### config.mk
export PLATFORM = sky130hd
export DESIGN_NAME = pll_reset_sequencer
export DESIGN_NICKNAME = d
export VERILOG_FILES = /design/src/rtl/pll_reset_sequencer.sv
export SDC_FILE = /design/constraint.sdc
export NUM_CORES = 1
export LEC_CHECK = 0
export BUFFER_PORTS_ARGS = -buffer_cell sky130_fd_sc_hd__buf_2
export CELL_PAD_IN_SITES_DETAIL_PLACEMENT = 1
export CELL_PAD_IN_SITES_GLOBAL_PLACEMENT = 1
export CORE_ASPECT_RATIO = 1.25
export CORE_MARGIN = 2
export CORE_UTILIZATION = 40
export CTS_CLUSTER_SIZE = 12
export DETAILED_ROUTE_END_ITERATION = 6
export PLACE_DENSITY_LB_ADDON = 0.1
export SYNTH_ARGS = -nofsm -noshare
export SYNTH_HDL_FRONTEND = slang
export SYNTH_SLANG_ARGS = --single-unit
### constraint.sdc
create_clock -name clock -period 1.8 [get_ports clock]
set_input_delay 0.45 -clock clock [delete_from_list [all_inputs] [get_ports clock]]
set_output_delay 0.45 -clock clock [all_outputs]
set_load 0.02 [all_outputs]
### src/rtl/pll_reset_sequencer.sv
// Turns PLL lock into a staged reset tree: core release after a stable lock, then peripheral release.
// Outputs are registered; lock loss is seen SYNC_STAGES+1 clocks after pll_lock falls. No backpressure.
module pll_reset_sequencer #(
    parameter int SYNC_STAGES   = 2,
    parameter int STABLE_CYCLES = 1024,
    parameter int STAGE_GAP     = 16,
    parameter int CNT_W         = 8
) (
    input  logic             clock,
    input  logic             reset_n,
    input  logic             pll_lock,
    output logic             reset_core,
    output logic             reset_periph,
    output logic             ready,
    output logic [CNT_W-1:0] lock_lost_cnt
);

    localparam int MAXC = (STABLE_CYCLES > STAGE_GAP) ? STABLE_CYCLES : STAGE_GAP;
    localparam int CW   = $clog2(MAXC) + 1;
    localparam logic [CW-1:0]    STABLE_LAST = CW'(STABLE_CYCLES - 1);
    localparam logic [CW-1:0]    GAP_LAST    = CW'(STAGE_GAP - 1);
    localparam logic [CNT_W-1:0] LOSS_MAX    = '1;

    typedef enum logic [1:0] {WAIT_LOCK, STABILIZE, STAGE, RUN} state_t;

    logic [SYNC_STAGES-1:0] sync_q;
    logic                   lock_s;
    state_t                 state_q, state_d;
    logic [CW-1:0]          cnt_q, cnt_d;
    logic [CNT_W-1:0]       loss_q, loss_d;
    logic                   core_q, core_d;
    logic                   periph_q, periph_d;
    logic                   ready_q, ready_d;

    assign lock_s = sync_q[SYNC_STAGES-1];

    always_ff @(posedge clock or negedge reset_n) begin
        if (!reset_n) begin
            sync_q   <= '0;
            state_q  <= WAIT_LOCK;
            cnt_q    <= '0;
            loss_q   <= '0;
            core_q   <= 1'b1;
            periph_q <= 1'b1;
            ready_q  <= 1'b0;
        end else begin
            sync_q   <= {sync_q[SYNC_STAGES-2:0], pll_lock};
            state_q  <= state_d;
            cnt_q    <= cnt_d;
            loss_q   <= loss_d;
            core_q   <= core_d;
            periph_q <= periph_d;
            ready_q  <= ready_d;
        end
    end

    // Lock loss in STAGE wins over the STAGE->RUN step in the same cycle.
    always_comb begin
        state_d = state_q;
        cnt_d   = cnt_q;
        loss_d  = loss_q;
        unique case (state_q)
            WAIT_LOCK: begin
                cnt_d = '0;
                if (lock_s) begin
                    if (STABLE_CYCLES == 1) begin
                        state_d = STAGE;
                    end else begin
                        state_d = STABILIZE;
                        cnt_d   = CW'(1);
                    end
                end
            end
            STABILIZE: begin
                if (!lock_s) begin
                    state_d = WAIT_LOCK;
                    cnt_d   = '0;
                end else if (cnt_q == STABLE_LAST) begin
                    state_d = STAGE;
                    cnt_d   = '0;
                end else begin
                    cnt_d = cnt_q + CW'(1);
                end
            end
            STAGE, RUN: begin
                if (!lock_s) begin
                    state_d = WAIT_LOCK;
                    cnt_d   = '0;
                    if (loss_q != LOSS_MAX) loss_d = loss_q + CNT_W'(1);
                end else if (state_q == STAGE) begin
                    if (cnt_q == GAP_LAST) begin
                        state_d = RUN;
                        cnt_d   = '0;
                    end else begin
                        cnt_d = cnt_q + CW'(1);
                    end
                end
            end
            default: begin
                state_d = WAIT_LOCK;
                cnt_d   = '0;
            end
        endcase
    end

    always_comb begin
        core_d   = (state_d == WAIT_LOCK) || (state_d == STABILIZE);
        periph_d = (state_d != RUN);
        ready_d  = (state_d == RUN);
    end

    assign reset_core    = core_q;
    assign reset_periph  = periph_q;
    assign ready         = ready_q;
    assign lock_lost_cnt = loss_q;

endmodule

## Word level (Yosys, flattened, before mapping)

Index checks and enable logic that the tools add are counted.

- Output and inout bits: 11
- Logic and storage cells: 39
- Register bits after elaboration: 26
- Input port bits: 3

- Eq/ne operators: 10
- Bitwise operators: 1
- $add $sub $neg: 2
- Reduce and logical (&&, ||, !) cells: 5
- Multiplexer cells: 14

Operators with widths:

| kind | count |
|---|---|
| 11-bit two-way mux | 5 |
| 11-bit one-hot mux with 3 select lines | 1 |
| 2-bit two-way mux | 6 |
| 11-bit by 1-bit adder with 11-bit output, second input constant | 1 |
| 11-bit by 10-bit == test with 1-bit output, second input constant | 1 |
| 11-bit by 4-bit == test with 1-bit output, second input constant | 1 |
| 8-bit by 1-bit adder with 8-bit output, second input constant | 1 |
| 8-bit != test, second input constant | 1 |
| 2-bit == test, second input constant | 3 |
| 2-bit one-hot mux with 3 select lines | 1 |
| 2-bit by 1-bit == test with 1-bit output, second input constant | 2 |
| 2-bit logical NOT | 2 |
| 3-bit != test, second input constant | 1 |
| 3-bit AND reduction | 1 |
| 2-bit != test, second input constant | 1 |
| 2-bit OR reduction | 1 |
| 1-bit logical OR | 1 |
| 1-bit two-way mux | 1 |
| 1-bit inverter | 1 |

## Longest topological paths before layout

- Depth after elaboration: 7
- Depth in mapped cells: 6
- Depth with buffers taken out: 6

## Worst setup path after synthesis

Ideal clock, no wire load.

- Path type: register to register
- Start point: register cnt_q[4]
- End point: register cnt_q[9]
- Data required time: 1.679 ns
- Period minus slack after synthesis: 1.891 ns
- Slack: -0.091 ns
- Cell stages (with the launch flop): 6
- Library setup time: 0.121 ns
- Arrival time: 1.770 ns
- Path buffers: 0
- Cell sequence: dfrtp_1 -> or4_1 -> o31a_1 -> o21ai_4 -> o21ai_1 -> a22o_1

- Cells in the longest elaborated chain, start to end: 5
- Elaborated cells between the ends (all ways): 9
- Those cells by class: add/sub (1); eq/ne (2); mux (6)

Ends and longest elaborated chain:

| what | RTL line | source |
|---|---|---|
| from (decl) | 29 | `logic [CW-1:0] cnt_q, cnt_d;` |
| from (signal assigned) | 49 | `cnt_q <= cnt_d;` |
| 11-bit by 1-bit adder with 11-bit output / 11-bit by 4-bit == test with 1-bit output (equally long branches) | 82, 95, 91 |  |
| 11-bit two-way mux | 91 | `if (cnt_q == GAP_LAST) begin` |
| 11-bit two-way mux | 90 | `end else if (state_q == STAGE) begin` |
| 11-bit two-way mux | 86 | `if (!lock_s) begin` |
| 11-bit one-hot mux with 3 select lines (*) | 62 | `unique case (state_q)` |

Every way passes the cells marked *; elsewhere a longest branch is shown, timed or not. The select of a mux whose other input is x is not followed.
A chain may end at the register's enable or synchronous reset.

## Final worst setup path

- Start point: register cnt_q[4]
- End point: register cnt_q[5]

The elaborated chain is that of the path after synthesis.

==> impl_metrics.py <==
metrics = {
    "critical_path": {
        "timing_worst_setup_path_type": "flip-flop to flip-flop",
        "critPathArrivalTime_ps": 2160,
        "critical_path.max_fanout": 7,
        "crit_path_start_kind": "flip-flop",
        "critPathLaunch": "cnt_q[4]$_DFFE_PN0P_",
        "critPathCaptureType": "flip-flop",
        "regToRegStartpoint": "cnt_q[4]$_DFFE_PN0P_",
        "required_ps": 2020,
    },
    "placed_design": {
        "cells_after_dpl": 193,
        "port_buffers": 13,
        "placed_cell_area_um2": 1521,
        "gp_routability_congestion": 0.8026,
        "place_hpwl_um": 2482,
    },
    "cells_and_area": {
        "layout-area-overhead-vs-synth_pct": 23.87,
        "layout.core_utilization": 0.5286,
        "stdcell_area_um2": 1572,
        "drive_gt1_frac": 0.2857,
        "antennaDiodeCount": 0,
        "layout.nets": 167,
        "final-instance-count-excl-fill": 197,
    },
    "min_path": {
        "hold_path.class": "input port to asynchronous set/reset pin",
    },
    "yosys": {
        "netlist.top_cell.by_area": "sky130_fd_sc_hd__dfrtp_1",
        "postSynthRegisterBits": 26,
        "synth-warning-count": 0,
        "netlist_area_um2": 1269,
        "synth.net_count": 131,
        "synth-async-reset-ratio": 1.000,
        "synth_enable_flop_cells": 0,
        "netlist.area_leader.share": 0.4734,
        "yosys.cell_types.count": 35,
        "ys_seq_area_frac": 0.5148,
        "most_numerous_cell_types_in_the_synthesized_netlist": "sky130_fd_sc_hd__dfrtp_1, sky130_fd_sc_hd__nor2_1, sky130_fd_sc_hd__nand2_1",
        "yosys-top-cells-area": "sky130_fd_sc_hd__dfrtp_1, sky130_fd_sc_hd__dfstp_2, sky130_fd_sc_hd__nor2_1",
        "syn_avg_cell_area_um2": 10.07,
        "yosys.cell_count.top_type": "sky130_fd_sc_hd__dfrtp_1",
        "dominantRegCellSynth": "sky130_fd_sc_hd__dfrtp_1",
        "post_synth_inst_count": 126,
    },
    "timing": {
        "setup_violations": 7,
        "achievable-frequency_ghz": 0.5153,
        "setup_ws_ps": -140.6,
        "finalMaxSlewViolations": 0,
        "slew-limit-headroom": 0.6185,
        "fin_crit_sh": 1.078,
        "fin_crit_ps": 1941,
        "hold_violations": 0,
        "finClkSkew_ps": 5.380,
        "rsz_0062_raised_after_global_routing": "yes",
        "worst_hold_slack_ps": 104.6,
        "worst_slew_pin_slew_ps": 572.3,
    },
    "route": {
        "avgRoutedWirePerCell_um": 16.37,
        "detail_route.iter0.violations": 10,
        "drt_pre_antenna_iters": 4,
        "vias": 1112,
        "detail_route.vias_per_cell": 5.645,
        "routed_antenna_nets": 0,
        "drcViolationCount": 0,
        "routed_wl_um": 3224,
    },
    "run_status": {
        "violations": "negative setup slack",
        "status": "complete, but fails checks",
    },
    "clock_tree": {
        "cts_sinks": 26,
        "tritoncts.num_buffers": 3,
        "clock_tree.root_cell": "sky130_fd_sc_hd__clkbuf_4",
        "cts_htree_levels": 1,
        "clk_latency_ps": 320,
        "cts.clk_slew.worst_paths_ps": 130,
        "max-clock-path-buffers": 2,
        "post_cts.repair.setup_buffers": 0,
        "cts.hold.buffers_added": 0,
        "tritoncts": "yes",
    },
    "floorplanning": {
        "core_um2": 2973,
        "pin_count": 14,
        "chip_height_um": 66.97,
        "placement_rows": 22,
        "full_die_area_um2": 3641,
        "start_util": 0.4268,
        "die_width_um": 54.37,
    },
    "global_route": {
        "first_global_vias": 1151,
        "grt_antenna_before_repair": 0,
        "grt_pass1_wl_um": 5313,
        "overflow": 0,
        "grt_max_degree": 27,
        "grt_util_all_layers": 0.2039,
    },
    "power": {
        "intPower_w": 0.0007366,
        "pwr_density_cell_nw_per_um2": 600.2,
        "peak_supply_drop_mv": 0.4763,
        "comb_power_share": 0.059,
        "power.sequential.fraction": 0.633,
        "static-leakage-power_nw": 0.7877,
        "power.switching_fraction": 0.2191,
        "total_power_w": 0.0009432,
        "power_switching_w": 0.0002066,
        "pwr-share-clk": 0.308,
    },
    "flow_run": {
        "maxCapViolations": 0,
    },
}
==> metal layers <==
metal / global-route usage / part of all wire / vias up
met4: 0.05625 / 0.0065 / 0
li1: - / - / 535
met3: 0.02242 / 0.013 / 2
met2: 0.3870 / 0.57 / 11
met5: 0 / 0 / -
met1: 0.2291 / 0.41 / 564
==> timing repair <==
action,CTS,global route
gates resized for setup,1,3
setup endpoints to repair,8,11
pin swaps,0,2
==> worst paths after layout <==
kind / end / slack [ps] / depth (start not counted)
min in group clock: sync_q[0]$_DFF_PN0_ / 220 / 1
min reg2reg: sync_q[1]$_DFF_PN0_ / 370 / 0
max reg2reg: cnt_q[5]$_DFFE_PN0P_ / -140 / 5
max: cnt_q[5]$_DFFE_PN0P_ / -140 / 5
max in group asynchronous: reset_core$_DFF_PN1_ / 1320 / 1
min: cnt_q[10]$_DFFE_PN0P_ / 100 / 1
==> kinds of logic after synthesis <==
family / count (synthesis) / share of synthesized area
xor gates and xnor gates: 7 / 0.04832
DFF: 26 / 0.5148
and+or+nand+nor: 52 / 0.2051
muxes: 1 / 0.008875
buffers and inverters: 6 / 0.01775
AOI/OAI and AO/OA: 32 / 0.1854
adders and majority gates: 2 / 0.01972
==> layout make-up <==
type,count,area (µm²)
Multi-Input combinational cell,94,606.8
Clock buffer,4,36.28
Inverter,4,15.01
Timing Repair Buffer,33,215.2
Tap cell,36,45.04
Fill cell,361,1401
Sequential cell,26,653.1
==> through the flow <==
stage                     TNS, ps  setup WS (ps)
after global placement     -298.4         -56.93
after global routing        -1240         -201.8
after floorplan            -268.2         -63.99
final                      -684.7         -140.6
after CTS                  -794.3         -142.3
after detailed placement   -737.2         -134.0
==> critical path, cell delays in order (launching register included) <==
cell and delay (ps):
sky130_fd_sc_hd__dfrtp_1 400, sky130_fd_sc_hd__or4_4 550, sky130_fd_sc_hd__o31a_1 310, sky130_fd_sc_hd__o21ai_4 230, sky130_fd_sc_hd__o21ai_1 120, sky130_fd_sc_hd__a22o_1 240
==> power groups by stage <==
stage | combinational (W) | clock, W | sequential [W]
3_3_place_gp | 0.0000544 | 0 | 0.000608
6_report | 0.0000558 | 0.000290 | 0.000597
2_1_floorplan | 0.0000234 | 0 | 0.000607
5_1_grt | 0.0000625 | 0.000334 | 0.000599
4_1_cts | 0.0000572 | 0.000307 | 0.000597
3_5_place_dp | 0.0000566 | 0 | 0.000608
==> placed cells by master (no fill, tap or decap), drive strengths merged, types with 3 or more instances in the layout <==
| master | Yosys | layout |
|---|---|---|
| dfrtp | 24 | 24 |
| a22o | 5 | 5 |
| o21ai | 8 | 8 |
| a21oi | 4 | 4 |
| nor3 | 5 | 5 |
| nand2b | 3 | 3 |
| nor2 | 13 | 13 |
| clkbuf | 2 | 4 |
| inv | 4 | 4 |
| o21a | 3 | 3 |
| and3 | 3 | 3 |
| nand2 | 10 | 10 |
| nand4 | 6 | 6 |
| buf | 0 | 33 |
| o31ai | 3 | 3 |
| xnor2 | 4 | 4 |
| xor2 | 3 | 3 |
| nand3 | 6 | 6 |
==> registers in the layout, indices dropped and copies added, names as in the netlist <==
signal and cells:
cnt_q 11, sync_q 2, state_q 2, ready 1
reset_periph 1, lock_lost_cnt 8, reset_core 1
Power figures use the tool's default switching activity.
